## config.mk

```make
export PLATFORM = sky130hd
export DESIGN_NAME = decode_issue_ctrl
export DESIGN_NICKNAME = d
export VERILOG_FILES = /design/src/rtl/decode_issue_ctrl.sv
export SDC_FILE = /design/constraint.sdc
export NUM_CORES = 1
export LEC_CHECK = 0
export ABC_AREA = 1
export CORE_UTILIZATION = 42
export DETAILED_ROUTE_END_ITERATION = 8
export GPL_TIMING_DRIVEN = 0
export HOLD_SLACK_MARGIN = 0.12
export PLACE_DENSITY_LB_ADDON = 0.05
export SLEW_MARGIN = 15
export SYNTH_ARGS = -nofsm -noshare
export SYNTH_HDL_FRONTEND = slang
export SYNTH_SLANG_ARGS = --single-unit
```

## constraint.sdc

```tcl
create_clock -name clk_i -period 3.27 [get_ports clk_i]
set_input_delay 0.654 -clock clk_i [delete_from_list [all_inputs] [get_ports clk_i]]
set_output_delay 0.654 -clock clk_i [all_outputs]
set_load 0.02 [all_outputs]
```

## src/rtl/decode_issue_ctrl.sv

```systemverilog
// Issue gate between decode and rename: zero-latency pass-through with an
// in-flight limit, CSR serialization and drain-then-trap on illegal uops.
package decode_pkg;
  localparam int unsigned XLEN = 32;

  typedef enum logic [2:0] {
    UOP_ALU,
    UOP_LOAD,
    UOP_STORE,
    UOP_BRANCH,
    UOP_CSR,
    UOP_MUL,
    UOP_FENCE,
    UOP_NOP
  } uop_t;

  typedef struct packed {
    uop_t            uop;
    logic            illegal;
    logic [XLEN-1:0] pc;
    logic [4:0]      rd;
  } decoded_t;
endpackage

module decode_issue_ctrl #(
  parameter int unsigned XLEN         = 32,
  parameter int unsigned MAX_INFLIGHT = 16,
  localparam int unsigned CNT_W       = $clog2(MAX_INFLIGHT + 1),
  localparam int unsigned DEC_W       = $bits(decode_pkg::decoded_t)
) (
  input  logic             clk_i,
  input  logic             rst_i,
  input  logic             dec_valid_i,
  output logic             dec_ready_o,
  input  logic [DEC_W-1:0] dec_i,
  output logic             valid_o,
  input  logic             ready_i,
  output logic [DEC_W-1:0] dec_o,
  input  logic             commit_i,
  input  logic             flush_i,
  output logic             trap_valid_o,
  output logic [XLEN-1:0]  trap_pc_o,
  output logic [CNT_W-1:0] inflight_o
);

  localparam logic [1:0] RUN    = 2'd0;
  localparam logic [1:0] DRAIN  = 2'd1;
  localparam logic [1:0] SERIAL = 2'd2;
  localparam logic [1:0] TRAP   = 2'd3;

  localparam logic [CNT_W-1:0] MAX_CNT = CNT_W'(MAX_INFLIGHT);

  logic [1:0]       state_q, state_d;
  logic [CNT_W-1:0] cnt_q;
  logic [XLEN-1:0]  trap_pc_q;
  logic             valid_c, ready_c, trap_take;
  logic             cnt_zero, below_max, is_illegal, is_csr;
  logic             fire, dec_cnt;

  decode_pkg::decoded_t dec_s;

  assign dec_s      = dec_i;
  assign dec_o      = dec_s;
  assign is_illegal = dec_s.illegal;
  assign is_csr     = !dec_s.illegal && (dec_s.uop == decode_pkg::UOP_CSR);
  assign cnt_zero   = (cnt_q == '0);
  assign below_max  = (cnt_q < MAX_CNT);

  always_comb begin
    state_d   = state_q;
    valid_c   = 1'b0;
    ready_c   = 1'b0;
    trap_take = 1'b0;
    if (flush_i) begin
      // Flush discards whatever sits at the decode head.
      ready_c = 1'b1;
      state_d = RUN;
    end else begin
      case (state_q)
        RUN: begin
          if (is_illegal) begin
            if (cnt_zero) begin
              ready_c = 1'b1;
              if (dec_valid_i) begin
                trap_take = 1'b1;
                state_d   = TRAP;
              end
            end else if (dec_valid_i) begin
              state_d = DRAIN;
            end
          end else if (is_csr) begin
            if (cnt_zero) begin
              valid_c = dec_valid_i;
              ready_c = ready_i;
              if (dec_valid_i && ready_i) state_d = SERIAL;
            end else if (dec_valid_i) begin
              state_d = DRAIN;
            end
          end else begin
            valid_c = dec_valid_i && below_max;
            ready_c = ready_i && below_max;
          end
        end
        DRAIN, SERIAL: begin
          if (cnt_zero) state_d = RUN;
        end
        TRAP: begin
          state_d = TRAP;
        end
        default: state_d = RUN;
      endcase
    end
  end

  assign valid_o     = valid_c && !rst_i;
  assign dec_ready_o = ready_c && !rst_i;
  assign fire        = valid_o && ready_i;
  assign dec_cnt     = commit_i && !cnt_zero;

  always_ff @(posedge clk_i or posedge rst_i) begin
    if (rst_i) begin
      state_q   <= RUN;
      cnt_q     <= '0;
      trap_pc_q <= '0;
    end else begin
      state_q <= state_d;
      if (flush_i) begin
        cnt_q <= '0;
      end else if (fire && !dec_cnt) begin
        cnt_q <= cnt_q + 1'b1;
      end else if (!fire && dec_cnt) begin
        cnt_q <= cnt_q - 1'b1;
      end
      if (trap_take) trap_pc_q <= XLEN'(dec_s.pc);
    end
  end

  assign trap_valid_o = (state_q == TRAP);
  assign trap_pc_o    = trap_pc_q;
  assign inflight_o   = cnt_q;

endmodule

```

==> impl_metrics.ini <==
[outcome]
outcome = complete, no violations

[synthesis]
synthesis.nets = 333
yosysWarnings = 0
synth_cells = 278
synth_simple_gate_area_frac = 0.198
avgSynthCellArea_um2 = 8.38
synth_top_family_by_area = buffers and inverters
yosysSeqAreaShare = 0.419
synthMuxAreaShare = 0
synth_compound_area_frac = 0.106
synth_cell_types = 27
netlist_area_um2 = 2330
synth_xor_area_frac = 0.00751
synth_adder_area_share = 0.0462
ys_ff_latch = 39

[critical_path]
path_delay_family = buffers and inverters
path_cells = clkdlybuf4s50_1, inv_2, nand3_4, nor2_4, nand2_1, inv_1, clkdlybuf4s50_1
worstPathMaxFanout = 18
critPathRequiredTime_ns = 2.62
worstSetupStartpointType = input port
cp_common_cell = clkdlybuf4s50_1
critPathBufInv = 4
crit_type = input port to output pin
slowest_stage = clkdlybuf4s50_1
critPathCaptureType = output pin
max_stage_delay_ns = 0.58
reg2reg_slack_ns = 0.77
worst_ep_arrival_time_ns = 2.44

[timing]
fin_crit_ns = 3.09
fin_crit_sh = 0.945
maxSlewHeadroom = 0.684
rsz0062_at_grt = no
fin_tns_setup_ns = 0
fmax_mhz = 324
final-setup-viol-count = 0
hold_viol_final = 0
worst_pin_slew_ns = 0.474
timing.hold.ws_ns = 0.489
maxSlewViolCount = 0
skew_ns = 0.00804

[detailed_routing]
num_vias = 2160
drt-initial-drc-count = 90
postRouteAntennaNets = 0
route.detailed.drc = 0
wl_mm = 5.56
drt-wirelength-per-cell_um = 11.6
via_per_inst = 4.52
first_pass_iters = 4

[final_layout]
layout.nets = 462
drive_above_1_share = 0.179
final_cell_mix = clkdlybuf4s50_1, nand2_1, inv_1
syn2layout_area_growth_pct = 62.1
n_antenna_cell = 0
layout_commonest_cell = clkdlybuf4s50_1

[floorplan]
fp.dieH_um = 76.5
initial_core_util = 0.445
ios = 128
die_area_um2 = 5850
core_area_um2 = 5240
die_w_um = 76.5
rows = 26

[global_route]
grt-ovfl-total = 0
grt_max_degree = 24
grt_pass1_wl_mm = 9.38
grt_pass1_vias = 2162
antenna_found_initial = 0
track_usage = 0.200

[pwr]
leakage_uw = 0.00185
power_density_nw_per_um2 = 711
vdd_drop_max_mv = 0.343
power_uw = 2690

[cts]
clk_latency_ns = 0.29
htree_levels = 2
cts_max_path_buffers = 2
cts_tree = yes
cts_buffers = 5
root_buffer = clkbuf_8
ctsResizeCount = 0
cts_hold_repair.buffers = 0
cts_setup_buffers = 0
cts.sinks = 39
clkTransAtPathRegs_ns = 0.07

[placed_design]
hpwl_mm = 4.37
port_buffers = 121
gp_congestion = 0.826

[run]
maxCapViolCount = 0

[worst_hold_path]
min_path_type = register to register
==> worst paths after layout <==
path | startpoint | end | depth (start not counted)
max | rst_i | valid_o | 7
min reg2reg | trap_pc_o[11] | trap_pc_o[11] | 2
min in group asynchronous | rst_i | inflight_o[4] | 2
max reg2reg | state_q[0] | inflight_o[4] | 13
min | trap_pc_o[11] | trap_pc_o[11] | 2
max in group asynchronous | rst_i | trap_pc_o[29] | 3
==> stage by stage <==
stage | setup slack (ns) | std cells | util | area (um^2)
after floorplan | 0.179 | 278 | - | 2330
after global placement | -0.748 | 469 | 0.693 | 3630
after detailed placement | 0.0813 | 470 | 0.698 | 3660
after CTS | 0.0625 | 478 | 0.721 | 3770
after global routing | 0.0390 | 478 | 0.721 | 3780
final | 0.180 | 478 | 0.721 | 3780
==> cell families after synthesis <==
family	count (synthesis)
buf+inv	94
simple gates	90
compound gates	45
flops	39
fa+ha+maj	8
xor+xnor	2
==> report_power, final <==
part           leakage [uW]  internal (uW)  switching [uW]
registers          0.000499            684             135
clock network     0.0000612            247             167
logic               0.00129            684             768
total               0.00185           1610            1070
==> cell usage after synthesis <==
| cell type | n | area (um^2) |
|---|---|---|
| nand3_4 | 2 | 35.0 |
| ha_1 | 7 | 87.6 |
| buf_2 | 6 | 30.0 |
| o21ai_1 | 32 | 160 |
| nand3_1 | 7 | 35.0 |
| xnor2_1 | 1 | 8.76 |
| buf_4 | 41 | 308 |
| fa_1 | 1 | 20.0 |
| nand2_2 | 2 | 12.5 |
| nand3_2 | 2 | 20.0 |
| a21oi_1 | 4 | 20.0 |
| nand2_1 | 58 | 218 |
| nand2_4 | 1 | 11.3 |
| o21ai_0 | 5 | 25.0 |
| buf_6 | 1 | 11.3 |
| xor2_1 | 1 | 8.76 |
| nor2_4 | 2 | 22.5 |
| dfrtp_1 | 39 | 976 |
| o21bai_1 | 1 | 7.51 |
| inv_2 | 1 | 3.75 |
| nand4_4 | 2 | 42.5 |
| o21ai_2 | 2 | 17.5 |
| inv_1 | 45 | 169 |
| or2_0 | 1 | 6.26 |
| nand4_1 | 4 | 25.0 |
| nor2_1 | 9 | 33.8 |
| a21oi_4 | 1 | 16.3 |
==> final cells by class <==
| class | instances | area (um^2) |
|---|---|---|
| Tap cell | 70 | 87.6 |
| Clock inverter | 2 | 35.0 |
| Sequential cell | 39 | 976 |
| Timing Repair Buffer | 122 | 1240 |
| Multi-Input combinational cell | 145 | 833 |
| Inverter | 46 | 173 |
| Clock buffer | 6 | 82.6 |
| Buffer | 48 | 349 |
| Fill cell | 420 | 1460 |
==> worst reg2reg max path: stages (launching register included) <==
cell and delay (ns):
dfrtp_1 0.42, inv_1 0.10, ha_1 0.28, nand2_2 0.11
nor2_4 0.17, nand4_4 0.23, ha_1 0.40, a21oi_1 0.22
nand3_1 0.10, nand2_1 0.09, o21bai_1 0.10, nand2_1 0.06
nand2_1 0.07, nand2_1 0.05
==> state kept, by name, summed over array words and instances (netlist names) <==
register / count
trap_pc_o: 32
inflight_o: 5
state_q: 2
==> metal layers <==
metal	share of wire	wire length, um	global-route usage
met3	0.087	484	0.0802
met4	0.0056	31	0.0635
met2	0.51	2820	0.355
met5	0	0	0
met1	0.40	2220	0.216
Note: power is estimated with default switching activity, not from simulation.
